==> config.mk <==
export PLATFORM = sky130hd
export DESIGN_NAME = ssd_scan
export DESIGN_NICKNAME = d
export VERILOG_FILES = /design/src/rtl/ssd_pkg.sv /design/src/rtl/ssd_decode.sv /design/src/rtl/ssd_scan.sv
export SDC_FILE = /design/constraint.sdc
export NUM_CORES = 1
export LEC_CHECK = 0
export ABC_CLOCK_PERIOD_IN_PS = 2390
export CORE_MARGIN = 3
export CORE_UTILIZATION = 42
export DETAILED_ROUTE_END_ITERATION = 6
export GPL_TIMING_DRIVEN = 0
export PLACE_DENSITY_LB_ADDON = 0.1
export RECOVER_POWER = 25
export SYNTH_ARGS = -nofsm -noshare
export SYNTH_HDL_FRONTEND = slang
export SYNTH_HIERARCHICAL = 1
export SYNTH_SLANG_ARGS = --single-unit
==> constraint.sdc <==
create_clock -name clk -period 2.39 [get_ports clk]
set_clock_uncertainty 0.05 [all_clocks]
set_input_delay 0.478 -clock clk [delete_from_list [all_inputs] [get_ports clk]]
set_output_delay 0.478 -clock clk [all_outputs]
set_load 0.01 [all_outputs]
==> src/rtl/ssd_pkg.sv <==
// ssd_pkg: shared types and constants for the 7-segment scan stage.
// Character codes come from the scrolling-text shift register; segment
// patterns are active-low {a,b,c,d,e,f,g,dp} with dp always off.
package ssd_pkg;

    localparam int unsigned CODE_W = 4;
    localparam int unsigned SEG_W  = 8;
    localparam int unsigned DIG_N  = 4;

    typedef logic [CODE_W-1:0] code_t;
    typedef logic [SEG_W-1:0]  seg_t;
    typedef logic [DIG_N-1:0]  an_t;
    typedef logic [1:0]        dig_idx_t;

    // Character codes understood by the decoder
    localparam code_t CH_E     = 4'd0;
    localparam code_t CH_H     = 4'd1;
    localparam code_t CH_N     = 4'd2;
    localparam code_t CH_T     = 4'd3;
    localparam code_t CH_U     = 4'd4;
    localparam code_t CH_C     = 4'd5;
    localparam code_t CH_S     = 4'd6;
    localparam code_t CH_BLANK = 4'd7;

    // Active-low segment patterns, bit 0 is dp (kept at 1 = off)
    localparam seg_t SEG_E     = 8'h61;
    localparam seg_t SEG_H     = 8'h91;
    localparam seg_t SEG_N     = 8'hD5;
    localparam seg_t SEG_T     = 8'hE1;
    localparam seg_t SEG_U     = 8'h83;
    localparam seg_t SEG_C     = 8'h63;
    localparam seg_t SEG_S     = 8'h49;
    localparam seg_t SEG_BLANK = 8'hFF;

    // Active-low anode enable for one digit position
    function automatic an_t an_select(input dig_idx_t idx);
        return ~(an_t'(1) << idx);
    endfunction

endpackage

==> src/rtl/ssd_decode.sv <==
// ssd_decode: character code to active-low 7-segment pattern.
// Purely combinational; codes outside the defined set render blank.
module ssd_decode
    import ssd_pkg::*;
(
    input  logic [3:0] code,
    output logic [7:0] seg
);

    // Map each known code to its glyph, everything else dark
    always_comb begin
        seg = SEG_BLANK;
        case (code)
            CH_E:    seg = SEG_E;
            CH_H:    seg = SEG_H;
            CH_N:    seg = SEG_N;
            CH_T:    seg = SEG_T;
            CH_U:    seg = SEG_U;
            CH_C:    seg = SEG_C;
            CH_S:    seg = SEG_S;
            default: seg = SEG_BLANK;
        endcase
    end

endmodule

==> src/rtl/ssd_scan.sv <==
// ssd_scan: time-multiplexed driver for a 4-digit common-anode display.
// A prescaler produces one tick every TICK_CNT clocks, advancing a 2-bit
// digit index; anode/segment outputs are registered from the current
// index and the live character inputs (1 clk latency).
// Optional build macro SSD_LAMP_TEST_EN adds a lamp_test input that
// lights every segment of every digit while the scan keeps running.
module ssd_scan
    import ssd_pkg::*;
#(
    parameter int unsigned TICK_CNT = 100000,
    parameter int unsigned CNT_W    = 20
) (
    input  logic       clk,
    input  logic       rst,
`ifdef SSD_LAMP_TEST_EN
    input  logic       lamp_test,
`endif
    input  logic [3:0] in0,
    input  logic [3:0] in1,
    input  logic [3:0] in2,
    input  logic [3:0] in3,
    output logic [3:0] ssd_an,
    output logic [7:0] ssd_seg
);

    localparam logic [CNT_W-1:0] CNT_LAST = CNT_W'(TICK_CNT - 1);

    logic [CNT_W-1:0] cnt_q, cnt_d;
    dig_idx_t         idx_q, idx_d;
    logic             tick;
    code_t            code_sel;
    seg_t             seg_dec;
    an_t              an_q, an_d;
    seg_t             seg_q, seg_d;

    assign tick = (cnt_q == CNT_LAST);

    // Prescaler next state: count 0..TICK_CNT-1 and wrap
    always_comb begin
        cnt_d = cnt_q + 1'b1;
        if (tick) begin
            cnt_d = '0;
        end
    end

    // Digit index next state: advance once per tick, wrapping 3->0
    always_comb begin
        idx_d = idx_q;
        if (tick) begin
            idx_d = idx_q + 2'd1;
        end
    end

    // Prescaler and digit index registers
    always_ff @(posedge clk) begin
        if (rst) begin
            cnt_q <= '0;
            idx_q <= '0;
        end else begin
            cnt_q <= cnt_d;
            idx_q <= idx_d;
        end
    end

    // Select the character for the currently active digit
    always_comb begin
        code_sel = in0;
        case (idx_q)
            2'd0:    code_sel = in0;
            2'd1:    code_sel = in1;
            2'd2:    code_sel = in2;
            default: code_sel = in3;
        endcase
    end

    ssd_decode u_decode (
        .code (code_sel),
        .seg  (seg_dec)
    );

    // Output register next state: normal scan, or all-lit in lamp test
    always_comb begin
        an_d  = an_select(idx_q);
        seg_d = seg_dec;
`ifdef SSD_LAMP_TEST_EN
        if (lamp_test) begin
            an_d  = '0;
            seg_d = '0;
        end
`endif
    end

    // Output register: dark during reset, otherwise reload every cycle
    always_ff @(posedge clk) begin
        if (rst) begin
            an_q  <= '1;
            seg_q <= '1;
        end else begin
            an_q  <= an_d;
            seg_q <= seg_d;
        end
    end

    assign ssd_an  = an_q;
    assign ssd_seg = seg_q;

endmodule
==> metrics.txt, run 1 <==
layout cell share with drive strength beyond 1 0.178; Worst Path Max Fanout 5; clock share of power 0.387; Synth cell types 37; vias in the first global route 1304; Slew HR 0.633; outcome finished clean; Critical Path AT 2410 ps; area grow syn2layout 29.7%; internal power 0.000875 W; Worst-path clk slew 70 ps; initial antenna violation count 0; critical path capture point type flip-flop; first-pass GRT wire length 5.59 mm; GRT overflow 0; Placer Congestion 0.779; synthesized area 0.00162 mm²; Req. time, crit path 2510 ps; Mapped Nets 198; final core occ 0.596; final instance area 0.00210 mm²; Die ar. 0.00463 mm²; Comb pwr share 0.095; Yosys warnings 6; peak per-stage delay on the critical path 420 ps; H-tree levels 2; Die Height 68.0 µm; period utilization 0.956; Die Wd 68.0 µm; Power Density 537 mW/mm²; Avg Cell Area, Syn 9.29 µm²; DP Area 0.00196 mm²; Sw Share 0.224; hold crit path type reg -> reg; port bufs 29; Initial Utilization 0.459; slowest CP cell a222oi_1; Worst Max-Slew Pin Slew 535 ps; RSZ-0062 raised after global routing false; Crit Path Class reg -> reg; Period minus WS final 2290 ps; routed wire length 3.46 mm; final net count 237; sequential share of power 0.518; Post-synth EDFFs 0; Pre-antenna DRT Iters 4; Max VDD drop 369 µV; hpwl dp 2.55 mm; clock buffer depth 2; gr usage total 0.163; Switch Pwr 0.000252 W; number of synthesized register bits 34; DR DRC count 0; DRT antenna net count 0; max_cap viols 0; Root Buffer clkbuf_8; async set-reset flop share out of synthesis 0; CP delay by family, top compound AO/OA/AOI/OAI gates; Synth Instances 174; register area share after synthesis 0.421; largest net degree at the start of global routing 12; Post-synth top flop dfxtp_1; # rows 21; CTS sink count 34; FMAX 437 MHz; CTS tree done; setup violation total in the final timing report 0; 1st-iter DRT viols 88; Lkg Pwr 0.785 nW; Slew Limit Fails 0; CTS buffer count 5; core area 0.00352 mm²; Hold Vio Cnt, Final 0; setup TNS 0 ps; worst slack at placement -175 ps; routed vias 1348; slack of the critical path 104 ps; WL per Instance 13.3 µm; total I/O pin count 30; antenna cells 0; Cell Chain, Critical Path inv_1 > ha_2 > a222oi_1 > mux2i_2 > xnor2_1 > a221o_1 > or2_2; clock latency on the worst-skew pair 290 ps; Crit path buffers/inverters 1; startpoint types flip-flop; Vias/cell 5.18; Post-CTS Hold Buffers 0
## Yosys cell counts (3+ instances only)
library cell	number	area, µm²
ha_1	6	75.1
xor2_1	12	105
o31ai_1	3	22.5
dfxtp_1	34	681
mux2i_1	4	40.0
inv_1	8	30.0
nand2_1	6	22.5
or4_1	3	22.5
and4_1	6	52.6
a222oi_1	4	40.0
or2_2	8	50.1
o21ai_0	5	25.0
buf_6	3	33.8
nand2b_1	6	37.5
nand3_1	6	30.0
a21o_2	3	26.3
nand4_1	7	43.8
nor2_1	18	67.6
a21oi_1	8	40.0
## layer usage
metal  wire, µm  global-route usage  vias to the layer above
met4         38              0.0844                        0
li1           -                   -                      688
met2       1720               0.260                       21
met3        101              0.0411                        5
met5          0                   0                        -
met1       1600               0.201                      634
## cell usage in the layout (no fill, tap or decap), types with 2 or more instances in the layout
master and n:
nor2_1 18, or4_1 3, or2_2 8, and3_1 2, buf_4 5, mux2i_1 2, and2_1 2, xor2_1 12
nand3_1 6, clkdlybuf4s50_1 25, dlygate4sd3_1 4, clkbuf_1 2, o31ai_1 3, a21oi_1 8, xnor2_1 2, o21ai_0 5
or3_1 2, nand2b_1 6, ha_2 3, nand2_1 6, nor4_1 2, buf_6 2, ha_1 3, and4_1 6
inv_1 8, nand4_1 7, a222oi_1 4, dfxtp_1 32, mux2i_2 2, a21o_2 3, clkbuf_8 6
## state kept, by name, indices dropped and copies added (netlist names)
| register | cells |
|---|---|
| cnt_q | 20 |
| ssd_seg | 8 |
| ssd_an | 4 |
| idx_q | 2 |
## area by class of cell
class	instances	area, µm²
Buffer	8	53.8
Clock buffer	6	82.6
Clock inverter	2	12.5
Fill cell	318	1420
Inverter	8	30.0
Multi-Input combinational cell	124	862
Sequential cell	34	686
Tap cell	46	57.6
Timing Repair Buffer	32	313
## cell families after synthesis
kind of cell	synth area share
compound gates	0.106
xor+xnor	0.0759
fa+ha+maj	0.0464
buf+inv	0.0550
flops	0.421
mux	0.0248
other cells	0.00232
simple gates	0.269
## power by group through the flow
stage               Combinational [W]  Sequential [W]  Clock (W)
finish                       0.000107        0.000583   0.000437
global route                 0.000116        0.000584   0.000475
CTS                          0.000108        0.000585   0.000453
detailed placement           0.000102        0.000598          0
global placement             0.000100        0.000597          0
floorplan                   0.0000441        0.000601          0
## timing repair
action	CTS	global route
setup buffers	3	0
endpoints found under the setup margin	2	2
endpoints found under the hold margin	0	0
pin swaps	3	2
resized for setup	3	6
## worst paths after layout
path	from	endpoint	slack, ps	cells after the start
min reg2reg	cnt_q[0]	cnt_q[0]	420	1
min	cnt_q[0]	cnt_q[0]	420	1
max	idx_q[0]	ssd_seg[4]	100	7
max reg2reg	idx_q[0]	ssd_seg[4]	100	7
## metrics by stage
stage	std cells	hold slack [ps]	power (W)
2_1_floorplan	174	376	0.000645
3_3_place_gp	249	389	0.000697
3_5_place_dp	249	420	0.000700
4_1_cts	260	437	0.00115
5_1_grt	260	451	0.00118
6_report	260	423	0.00113
Note: power is estimated with default switching activity, not from simulation.
==> run 2: changes to the inputs <==
- ABC_CLOCK_PERIOD_IN_PS: 2390 -> unset
==> results of run 2 <==
The final DEF is identical to that of run 1; final timing and power are the same.
==> run 3: changes to the inputs <==
- TNS_END_PERCENT: unset -> 1
==> results of run 3 <==
The final DEF is identical to that of run 1; final timing and power are the same.
